## src/rtl/scl_edge_monitor.sv

```systemverilog
// I3C SCL/SDA receive front end: synchronizers, edge and START/STOP strobes,
// SCL phase measurement and bus-idle tracking. Optional macro: SCL_GLITCH_FILTER_EN.
module scl_edge_monitor #(
   parameter int SYNC_STAGES = 2,
   parameter int CNT_W       = 8,
   parameter int IDLE_CYCLES = 50
) (
   input  logic             i_clk_in,
   input  logic             i_rst_n,
   input  logic             i_enable,
   input  logic             i_scl,
   input  logic             i_sda,
   output logic             o_scl_sync,
   output logic             o_sda_sync,
   output logic             o_scl_rise,
   output logic             o_scl_fall,
   output logic             o_start,
   output logic             o_stop,
   output logic             o_bus_idle,
   output logic [CNT_W-1:0] o_high_cnt,
   output logic [CNT_W-1:0] o_low_cnt,
   output logic             o_period_valid
);

   // state     | meaning
   // BUSY      | transfer in progress, waiting for STOP
   // FREE_WAIT | after STOP/reset/enable, counting cycles with both lines high
   // IDLE      | bus idle declared, o_bus_idle = 1
   typedef enum logic [1:0] {
      BUSY      = 2'd0,
      FREE_WAIT = 2'd1,
      IDLE      = 2'd2
   } state_t;

`ifdef SCL_GLITCH_FILTER_EN
   localparam int FILT_DLY = 1;
`else
   localparam int FILT_DLY = 0;
`endif
   localparam int               IW        = $clog2(IDLE_CYCLES + 1);
   localparam logic [IW-1:0]    IDLE_LAST = IW'(IDLE_CYCLES - 1);
   localparam logic [2:0]       FILL_DONE = 3'(SYNC_STAGES + FILT_DLY);
   localparam logic [CNT_W-1:0] CNT_MAX   = '1;

   logic [SYNC_STAGES-1:0] scl_sync_q, scl_sync_d;
   logic [SYNC_STAGES-1:0] sda_sync_q, sda_sync_d;
   logic                   scl_v, sda_v;
   logic                   scl_prev_q, scl_prev_d;
   logic                   sda_prev_q, sda_prev_d;
   logic                   scl_rise_q, scl_rise_d;
   logic                   scl_fall_q, scl_fall_d;
   logic                   start_q, start_d;
   logic                   stop_q, stop_d;
   logic                   period_valid_q, period_valid_d;
   logic                   bus_idle_q, bus_idle_d;
   logic [CNT_W-1:0]       lvl_cnt_q, lvl_cnt_d;
   logic [CNT_W-1:0]       high_cnt_q, high_cnt_d;
   logic [CNT_W-1:0]       low_cnt_q, low_cnt_d;
   logic [IW-1:0]          idle_cnt_q, idle_cnt_d;
   logic [2:0]             fill_q, fill_d;
   logic                   seen_edge_q, seen_edge_d;
   logic                   low_ok_q, low_ok_d;
   state_t                 state_q, state_d;

   logic                   scl_rise, scl_fall, sda_rise, sda_fall;
   logic                   scl_stable_hi, start_det, stop_det, any_low;
   logic [CNT_W-1:0]       cnt_inc;

   assign scl_sync_d = {scl_sync_q[SYNC_STAGES-2:0], i_scl};
   assign sda_sync_d = {sda_sync_q[SYNC_STAGES-2:0], i_sda};

`ifdef SCL_GLITCH_FILTER_EN
   logic scl_filt_q, scl_filt_d;
   logic sda_dly_q, sda_dly_d;

   // Filtered SCL follows only when the two newest sync samples agree.
   always_comb begin
      scl_filt_d = scl_filt_q;
      if (scl_sync_q[SYNC_STAGES-1] == scl_sync_q[SYNC_STAGES-2])
         scl_filt_d = scl_sync_q[SYNC_STAGES-1];
      sda_dly_d = sda_sync_q[SYNC_STAGES-1];
   end

   always_ff @(posedge i_clk_in or negedge i_rst_n) begin
      if (!i_rst_n) begin
         scl_filt_q <= 1'b1;
         sda_dly_q  <= 1'b1;
      end else begin
         scl_filt_q <= scl_filt_d;
         sda_dly_q  <= sda_dly_d;
      end
   end

   assign scl_v = scl_filt_q;
   assign sda_v = sda_dly_q;
`else
   assign scl_v = scl_sync_q[SYNC_STAGES-1];
   assign sda_v = sda_sync_q[SYNC_STAGES-1];
`endif

   always_comb begin
      scl_rise      = scl_v & ~scl_prev_q;
      scl_fall      = ~scl_v & scl_prev_q;
      sda_rise      = sda_v & ~sda_prev_q;
      sda_fall      = ~sda_v & sda_prev_q;
      scl_stable_hi = scl_v & scl_prev_q;
      start_det     = sda_fall & scl_stable_hi;
      stop_det      = sda_rise & scl_stable_hi;
      any_low       = ~scl_v | ~sda_v;
      cnt_inc       = (lvl_cnt_q == CNT_MAX) ? CNT_MAX : lvl_cnt_q + 1'b1;

      // Reset values of the synchronizers are not real pad samples; wait them out.
      fill_d         = (fill_q == FILL_DONE) ? fill_q : fill_q + 3'd1;
      scl_prev_d     = scl_v;
      sda_prev_d     = sda_v;
      scl_rise_d     = 1'b0;
      scl_fall_d     = 1'b0;
      start_d        = 1'b0;
      stop_d         = 1'b0;
      period_valid_d = 1'b0;
      lvl_cnt_d      = lvl_cnt_q;
      high_cnt_d     = high_cnt_q;
      low_cnt_d      = low_cnt_q;
      idle_cnt_d     = idle_cnt_q;
      seen_edge_d    = seen_edge_q;
      low_ok_d       = low_ok_q;
      state_d        = state_q;

      if (!i_enable) begin
         lvl_cnt_d   = '0;
         idle_cnt_d  = '0;
         seen_edge_d = 1'b0;
         low_ok_d    = 1'b0;
         state_d     = FREE_WAIT;
      end else begin
         scl_rise_d = scl_rise;
         scl_fall_d = scl_fall;
         start_d    = start_det;
         stop_d     = stop_det;
         lvl_cnt_d  = (scl_rise | scl_fall) ? '0 : cnt_inc;

         if (scl_fall) begin
            high_cnt_d     = cnt_inc;
            period_valid_d = low_ok_q;
            seen_edge_d    = 1'b1;
         end
         // A rise after an earlier edge closes a fully observed low phase.
         if (scl_rise) begin
            low_cnt_d   = cnt_inc;
            seen_edge_d = 1'b1;
            if (seen_edge_q)
               low_ok_d = 1'b1;
         end

         unique case (state_q)
            BUSY: begin
               if (stop_det) begin
                  state_d    = FREE_WAIT;
                  idle_cnt_d = '0;
               end
            end
            FREE_WAIT: begin
               if (any_low) begin
                  state_d    = BUSY;
                  idle_cnt_d = '0;
               end else if (fill_q == FILL_DONE) begin
                  if (idle_cnt_q == IDLE_LAST)
                     state_d = IDLE;
                  else
                     idle_cnt_d = idle_cnt_q + 1'b1;
               end
            end
            IDLE: begin
               if (start_det || any_low) begin
                  state_d    = BUSY;
                  idle_cnt_d = '0;
               end
            end
            default: state_d = FREE_WAIT;
         endcase
      end

      bus_idle_d = (state_d == IDLE);
   end

   always_ff @(posedge i_clk_in or negedge i_rst_n) begin
      if (!i_rst_n) begin
         scl_sync_q     <= '1;
         sda_sync_q     <= '1;
         scl_prev_q     <= 1'b1;
         sda_prev_q     <= 1'b1;
         scl_rise_q     <= 1'b0;
         scl_fall_q     <= 1'b0;
         start_q        <= 1'b0;
         stop_q         <= 1'b0;
         period_valid_q <= 1'b0;
         bus_idle_q     <= 1'b0;
         lvl_cnt_q      <= '0;
         high_cnt_q     <= '0;
         low_cnt_q      <= '0;
         idle_cnt_q     <= '0;
         fill_q         <= '0;
         seen_edge_q    <= 1'b0;
         low_ok_q       <= 1'b0;
         state_q        <= FREE_WAIT;
      end else begin
         scl_sync_q     <= scl_sync_d;
         sda_sync_q     <= sda_sync_d;
         scl_prev_q     <= scl_prev_d;
         sda_prev_q     <= sda_prev_d;
         scl_rise_q     <= scl_rise_d;
         scl_fall_q     <= scl_fall_d;
         start_q        <= start_d;
         stop_q         <= stop_d;
         period_valid_q <= period_valid_d;
         bus_idle_q     <= bus_idle_d;
         lvl_cnt_q      <= lvl_cnt_d;
         high_cnt_q     <= high_cnt_d;
         low_cnt_q      <= low_cnt_d;
         idle_cnt_q     <= idle_cnt_d;
         fill_q         <= fill_d;
         seen_edge_q    <= seen_edge_d;
         low_ok_q       <= low_ok_d;
         state_q        <= state_d;
      end
   end

   assign o_scl_sync     = scl_v;
   assign o_sda_sync     = sda_v;
   assign o_scl_rise     = scl_rise_q;
   assign o_scl_fall     = scl_fall_q;
   assign o_start        = start_q;
   assign o_stop         = stop_q;
   assign o_bus_idle     = bus_idle_q;
   assign o_high_cnt     = high_cnt_q;
   assign o_low_cnt      = low_cnt_q;
   assign o_period_valid = period_valid_q;

endmodule

```

## config.mk

```make
export PLATFORM = sky130hd
export DESIGN_NAME = scl_edge_monitor
export DESIGN_NICKNAME = d
export VERILOG_FILES = /design/src/rtl/scl_edge_monitor.sv
export SDC_FILE = /design/constraint.sdc
export NUM_CORES = 1
export LEC_CHECK = 0
export CELL_PAD_IN_SITES_DETAIL_PLACEMENT = 2
export CELL_PAD_IN_SITES_GLOBAL_PLACEMENT = 2
export CORE_UTILIZATION = 32
export CTS_BUF_LIST = sky130_fd_sc_hd__clkbuf_4 sky130_fd_sc_hd__clkbuf_8 sky130_fd_sc_hd__clkbuf_16
export CTS_CLUSTER_SIZE = 28
export DETAILED_ROUTE_END_ITERATION = 12
export PLACE_DENSITY_LB_ADDON = 0.1
export SLEW_MARGIN = 20
export SYNTH_ARGS = -nofsm -noshare
export SYNTH_HDL_FRONTEND = slang
export SYNTH_SLANG_ARGS = --single-unit
export TNS_END_PERCENT = 30
```

## constraint.sdc

```tcl
create_clock -name i_clk_in -period 1.65 [get_ports i_clk_in]
set_input_delay 0.33 -clock i_clk_in [delete_from_list [all_inputs] [get_ports i_clk_in]]
set_output_delay 0.33 -clock i_clk_in [all_outputs]
set_load 0.01 [all_outputs]
```

# [Yosys cells after proc, flatten, opt, wreduce, memory -nomap -nowiden]
# Cells that the tools add are included.
[word_totals] register_bits=49 output_inout_bits=24 wordCells=83
[op_classes] n_reduce_logical=6 n_eq_ne=14 bitwise_logic=13 addsub=3 muxes=29
[ops] cell="6-bit 2-to-1 mux" n=6
[ops] cell="8-bit 2-to-1 mux" n=3
[ops] cell="6-bit one-hot mux with 3 select lines" n=1
[ops] cell="1-bit 2-to-1 mux" n=12
[ops] cell="2-bit 2-to-1 mux" n=6
[ops] cell="8-bit by 1-bit adder with 8-bit output, second input constant" n=1
[ops] cell="8-bit equality test, second input constant" n=1
[ops] cell="4-bit inequality test, second input constant" n=2
[ops] cell="1-bit bitwise AND" n=7
[ops] cell="6-bit by 1-bit adder with 6-bit output, second input constant" n=1
[ops] cell="6-bit equality test, second input constant" n=1
[ops] cell="3-bit inequality test, second input constant" n=2
[ops] cell="2-bit one-hot mux with 3 select lines" n=1
[ops] cell="2-bit AND reduction" n=3
[ops] cell="5-bit AND reduction" n=1
[ops] cell="2-bit equality test, second input constant" n=2
[ops] cell="2-bit by 1-bit inequality test with 1-bit output, second input constant" n=2
[ops] cell="4-bit by 1-bit inequality test with 1-bit output, second input constant" n=1
[ops] cell="1-bit NOT" n=4
[ops] cell="3-bit by 1-bit adder with 3-bit output, second input constant" n=1
[ops] cell="3-bit by 2-bit equality test with 1-bit output, second input constant" n=1
[ops] cell="3-bit by 1-bit inequality test with 1-bit output, second input constant" n=1
[ops] cell="2-bit by 1-bit equality test with 1-bit output, second input constant" n=1
[ops] cell="2-bit logical NOT" n=1
[ops] cell="other kinds (2)" n=3

# [Logic depth before layout (Yosys ltp)]
[logic_depth] word_depth=8 depth_mapped=6 depth_no_buf=6

# [Least setup slack after synthesis]
# No wires, ideal clock.
[synth_path] path_kind="reg2reg" startpoint="register scl_sync_q[1]" endpoint="register idle_cnt_q[1]" arrival_time_ns=1.660 required_ns=1.574 path_slack_ns=-0.087 n_path_buf=0 stages_incl_launch_ff=6 synth_period_minus_slack_ns=1.737 cell_sequence="dfstp_2 ha_1 and4bb_1 a2111oi_4 or4b_1 o21ai_1"
[synth_via] elab_chain_len=5 elab_cells_between_ends=14 cone_classes="eq/ne (4); mux (3); bitwise (5); reduce/logical (2)"
[synth_rtl] item="start, declared" line_no="45" rtl="logic [SYNC_STAGES-1:0] scl_sync_q, scl_sync_d;"
[synth_rtl] item="start signal, assigned" line_no="207" rtl="scl_sync_q <= scl_sync_d;"
[synth_rtl] item="1-bit bitwise AND / 1-bit NOT (equally long branches)" line_no="106, 109"
[synth_rtl] item="1-bit bitwise AND / 1-bit bitwise OR (equally long branches)" line_no="107, 109"
[synth_rtl] item="1-bit logical OR / 6-bit 2-to-1 mux (equally long branches)" line_no="174, 163"
[synth_rtl] item="3-bit inequality test (no source line) / 6-bit one-hot mux with 3 select lines (equally long branches)"
[synth_rtl] item="5-bit AND reduction (no source line) / 6-bit 2-to-1 mux (equally long branches)"
[synth_rtl] item="end signal, assigned" line_no="220" rtl="idle_cnt_q <= idle_cnt_d;"
[synth_rtl] item="end, declared" line_no="59" rtl="logic [IW-1:0] idle_cnt_q, idle_cnt_d;"
# Several ways; a longest one is shown, not always the timed one.
# A chain may end at the register's enable or synchronous reset.

# [Worst setup path in the final report]
[layout_path] startpoint="register scl_prev_q" endpoint="register idle_cnt_q[1]"
[layout_via] elab_chain_len=5 elab_cells_between_ends=7 cone_classes="eq/ne (2); bitwise (3); reduce/logical (2)"
[layout_rtl] item="start, declared" line_no="48" rtl="logic scl_prev_q, scl_prev_d;"
[layout_rtl] item="start signal, assigned" line_no="209" rtl="scl_prev_q <= scl_prev_d;"
[layout_rtl] item="1-bit bitwise AND *" line_no="106" rtl="scl_stable_hi = scl_v & scl_prev_q;"
[layout_rtl] item="1-bit bitwise AND" line_no="107" rtl="start_det = sda_fall & scl_stable_hi;"
[layout_rtl] item="1-bit logical OR" line_no="174" rtl="if (start_det || any_low) begin"
[layout_rtl] item="3-bit inequality test (no source line)"
[layout_rtl] item="5-bit AND reduction (no source line) *"
# Every way passes the cells marked *; elsewhere a longest branch is shown, timed or not.

==> flow_summary.yaml <==
synth:
  post_synth.cell_area_avg_sq_um: 11.1
  synth_nets: 207
  syn_inst: 194
  synth_common_cells: "dfrtp_1 (42), nand2_1 (25), o21ai_0 (16)"
  synth-seq-area-share: 0.576
  synth_ff_type: "dfrtp_1"
  synth_area_leaders: "dfrtp_1 (49%), dfstp_2 (8.6%), ha_1 (4.7%)"
  netlist_area_sq_um: 2140
  ys_types: 40
  yosysWarningCount: 0
  ys_seq_elements: 49
  synth.top_cell.area_share: 0.490
  async_flop_share: 1.00
  yosysMostFrequentCell: "dfrtp_1"
  yosysTopAreaCell: "dfrtp_1"
  synth-edff-count: 0
sta:
  hold_violations: 6
  finalSetupTns_ns: -0.269
  slew_headroom: 0.723
  post-route-period-util: 1.07
  skew_ns: 0.00494
  tightest_slew_ns: 0.416
  finalCriticalPeriod_ns: 1.77
  rsz0062_at_grt: "true"
  final_max_slew_viol_count: 0
  fin_ws_ns: -0.121
  fmax_mhz: 565
  hold_slack_ns: -0.00978
  finalSetupViolCount: 6
place:
  post-place-ws_ns: -0.196
  dpl.cell_count: 315
  io_buffers: 28
  gp_congestion: 0.809
  hpwl_um: 3950
clock_tree:
  clock-sinks: 49
  cts_tree: "done"
  cts_root_buf: "clkbuf_8"
  cts-hold-fix-buffers: 0
  clock_latency_ns: 0.31
  cts-htree-levels: 2
  cts.clk_slew.worst_paths_ns: 0.09
  cts_inserted_buffers: 5
  clockBufferDepth: 2
detailed_routing:
  dr_total_vias: 1629
  final_antenna_net_count: 0
  wl_per_cell_um: 16.9
  via_per_inst: 4.98
  drc: 2
  dr.pass1.iters: 8
  totalWireLength_um: 5540
  drtIter0Drc: 25
floorplan:
  core_area_sq_um: 6420
  die_area_sq_um: 7030
  start_util: 0.334
  fp.dieH_um: 83.9
  ioPinCount: 29
  die_width_um: 83.9
  std_cell_rows: 29
power:
  power_density_nw_per_um2: 831
  p_seq_frac: 0.521
  switchingPower_uw: 579
  clkPwrFrac: 0.371
  comb_power_share: 0.108
  p_int_uw: 1870
  peakVddDrop_v: 0.000330
  switching_share: 0.237
  leakage_uw: 0.00129
setup_path:
  critPathKind: "reg -> reg"
  crit_path_end_kind: "register"
  cp_max_fo: 3
  worstSetupStartpointType: "register"
  worstPathRequired_ns: 1.88
  r2r_cells: 5
  cp.arrival_ns: 2.00
status:
  violations: "DRC, hold timing, setup timing"
  status: "complete, but fails checks"
grt:
  grt_overflow: 0
  grt_pass1_vias: 1890
  grtUsageTotal: 0.174
  grt_pass1_wl_um: 9690
  grt_max_degree: 50
  grt_antenna_before_repair: 0
finish:
  final_cells: 327
  nFillCells: 668
  drive_gt1_frac: 0.260
  areaGrowthSynthToFinish_pct: 37.2
  diodes: 0
  nets: 262
flow_run:
  cap_violations: 0
hold_path:
  hold_class: "in -> async"
[final cells by class]
| cell class | count | area (sq um) | share of cell area |
|---|---|---|---|
| clock inverter | 2 | 37.5 | 0.0128 |
| clock buffer | 6 | 82.6 | 0.0281 |
| timing repair buffer | 53 | 509 | 0.173 |
| multi-input combinational | 130 | 943 | 0.321 |
| sequential | 49 | 1230 | 0.420 |
| inverter | 10 | 37.5 | 0.0128 |
| tap | 77 | 96.3 | 0.0328 |
[critical path, cell delays in order, from the launching register on]
cell,delay [ns]
dfstp_2,0.56
ha_4,0.13
and4bb_2,0.28
a2111oi_4,0.06
or4b_1,0.55
o21ai_1,0.11
[registers in the layout, indices dropped and copies added, names as in the netlist]
signal	count
o_scl_rise	1
o_high_cnt	8
sda_prev_q	1
lvl_cnt_q	8
o_low_cnt	8
o_scl_fall	1
state_q	2
fill_q	3
o_period_valid	1
o_stop	1
scl_sync_q	2
seen_edge_q	1
idle_cnt_q	6
sda_sync_q	2
o_start	1
low_ok_q	1
scl_prev_q	1
o_bus_idle	1
[cells by family after synthesis]
family | count (synthesis) | share of synthesized area
compound gates | 41 | 0.127
xor+xnor | 3 | 0.0123
fa+ha+maj | 8 | 0.0467
buf+inv | 15 | 0.0309
flops | 49 | 0.576
mux | 9 | 0.0426
simple gates | 69 | 0.165
[metal layers]
metal  vias to the layer above  wire, um  track usage  share of wire
li1                        772         -            -              -
met1                       832      2520        0.222           0.45
met2                        18      2830        0.301           0.51
met3                         7       123       0.0307          0.022
met4                         0        67       0.0517          0.012
met5                         -         0            0              0
[through the flow]
stage / cell area (sq um) / utilization / total power [uW]
2_1_floorplan: 2160 / - / 1390
3_3_place_gp: 2700 / 0.420 / 1520
3_5_place_dp: 2700 / 0.420 / 1540
4_1_cts: 2890 / 0.450 / 2480
5_1_grt: 2940 / 0.458 / 2550
6_report: 2940 / 0.458 / 2450
[power by group through the flow]
stage                     Combinational [uW]  Sequential (uW)  Clock (uW)
after detailed placement                 243             1300           0
after global placement                   231             1290           0
after floorplan                         88.6             1310           0
after global routing                     291             1280         981
after CTS                                261             1280         946
final                                    265             1270         907
[timing repair]
| action | in CTS | in global routing |
|---|---|---|
| endpoints found under the setup margin | 12 | 26 |
| cloned | 1 | 0 |
| pin swaps | 1 | 1 |
| gates resized for setup | 14 | 12 |
| setup buffers | 3 | 0 |
[placed cells by master, fill, tap and decap left out, drive strengths merged, types with 2 or more instances in the layout]
master	n
inv	10
xnor2	2
buf	26
nand2b	3
nor2b	3
a211oi	4
and3	2
o21ai	26
nand2	26
a21oi	2
nand3	6
dfrtp	42
clkbuf	6
nor3b	3
nor3	4
ha	8
mux2i	8
dlygate4sd2	2
o21bai	4
o2111a	2
nor2	15
clkdlybuf4s50	25
dfstp	7
[path summary, 6_finish.rpt]
kind / start / to / slack [ns]
worst max register to register: scl_prev_q / idle_cnt_q[1] / -0.12
worst max-delay path: scl_prev_q / idle_cnt_q[1] / -0.12
max in group asynchronous: i_rst_n / state_q[0] / 1.37
min in group i_clk_in: scl_sync_q[0] / scl_sync_q[1] / 0.36
worst min-delay path: i_rst_n / o_stop / -0.01
worst min register to register: scl_sync_q[0] / scl_sync_q[1] / 0.36
(Power assumes the default switching activity.)
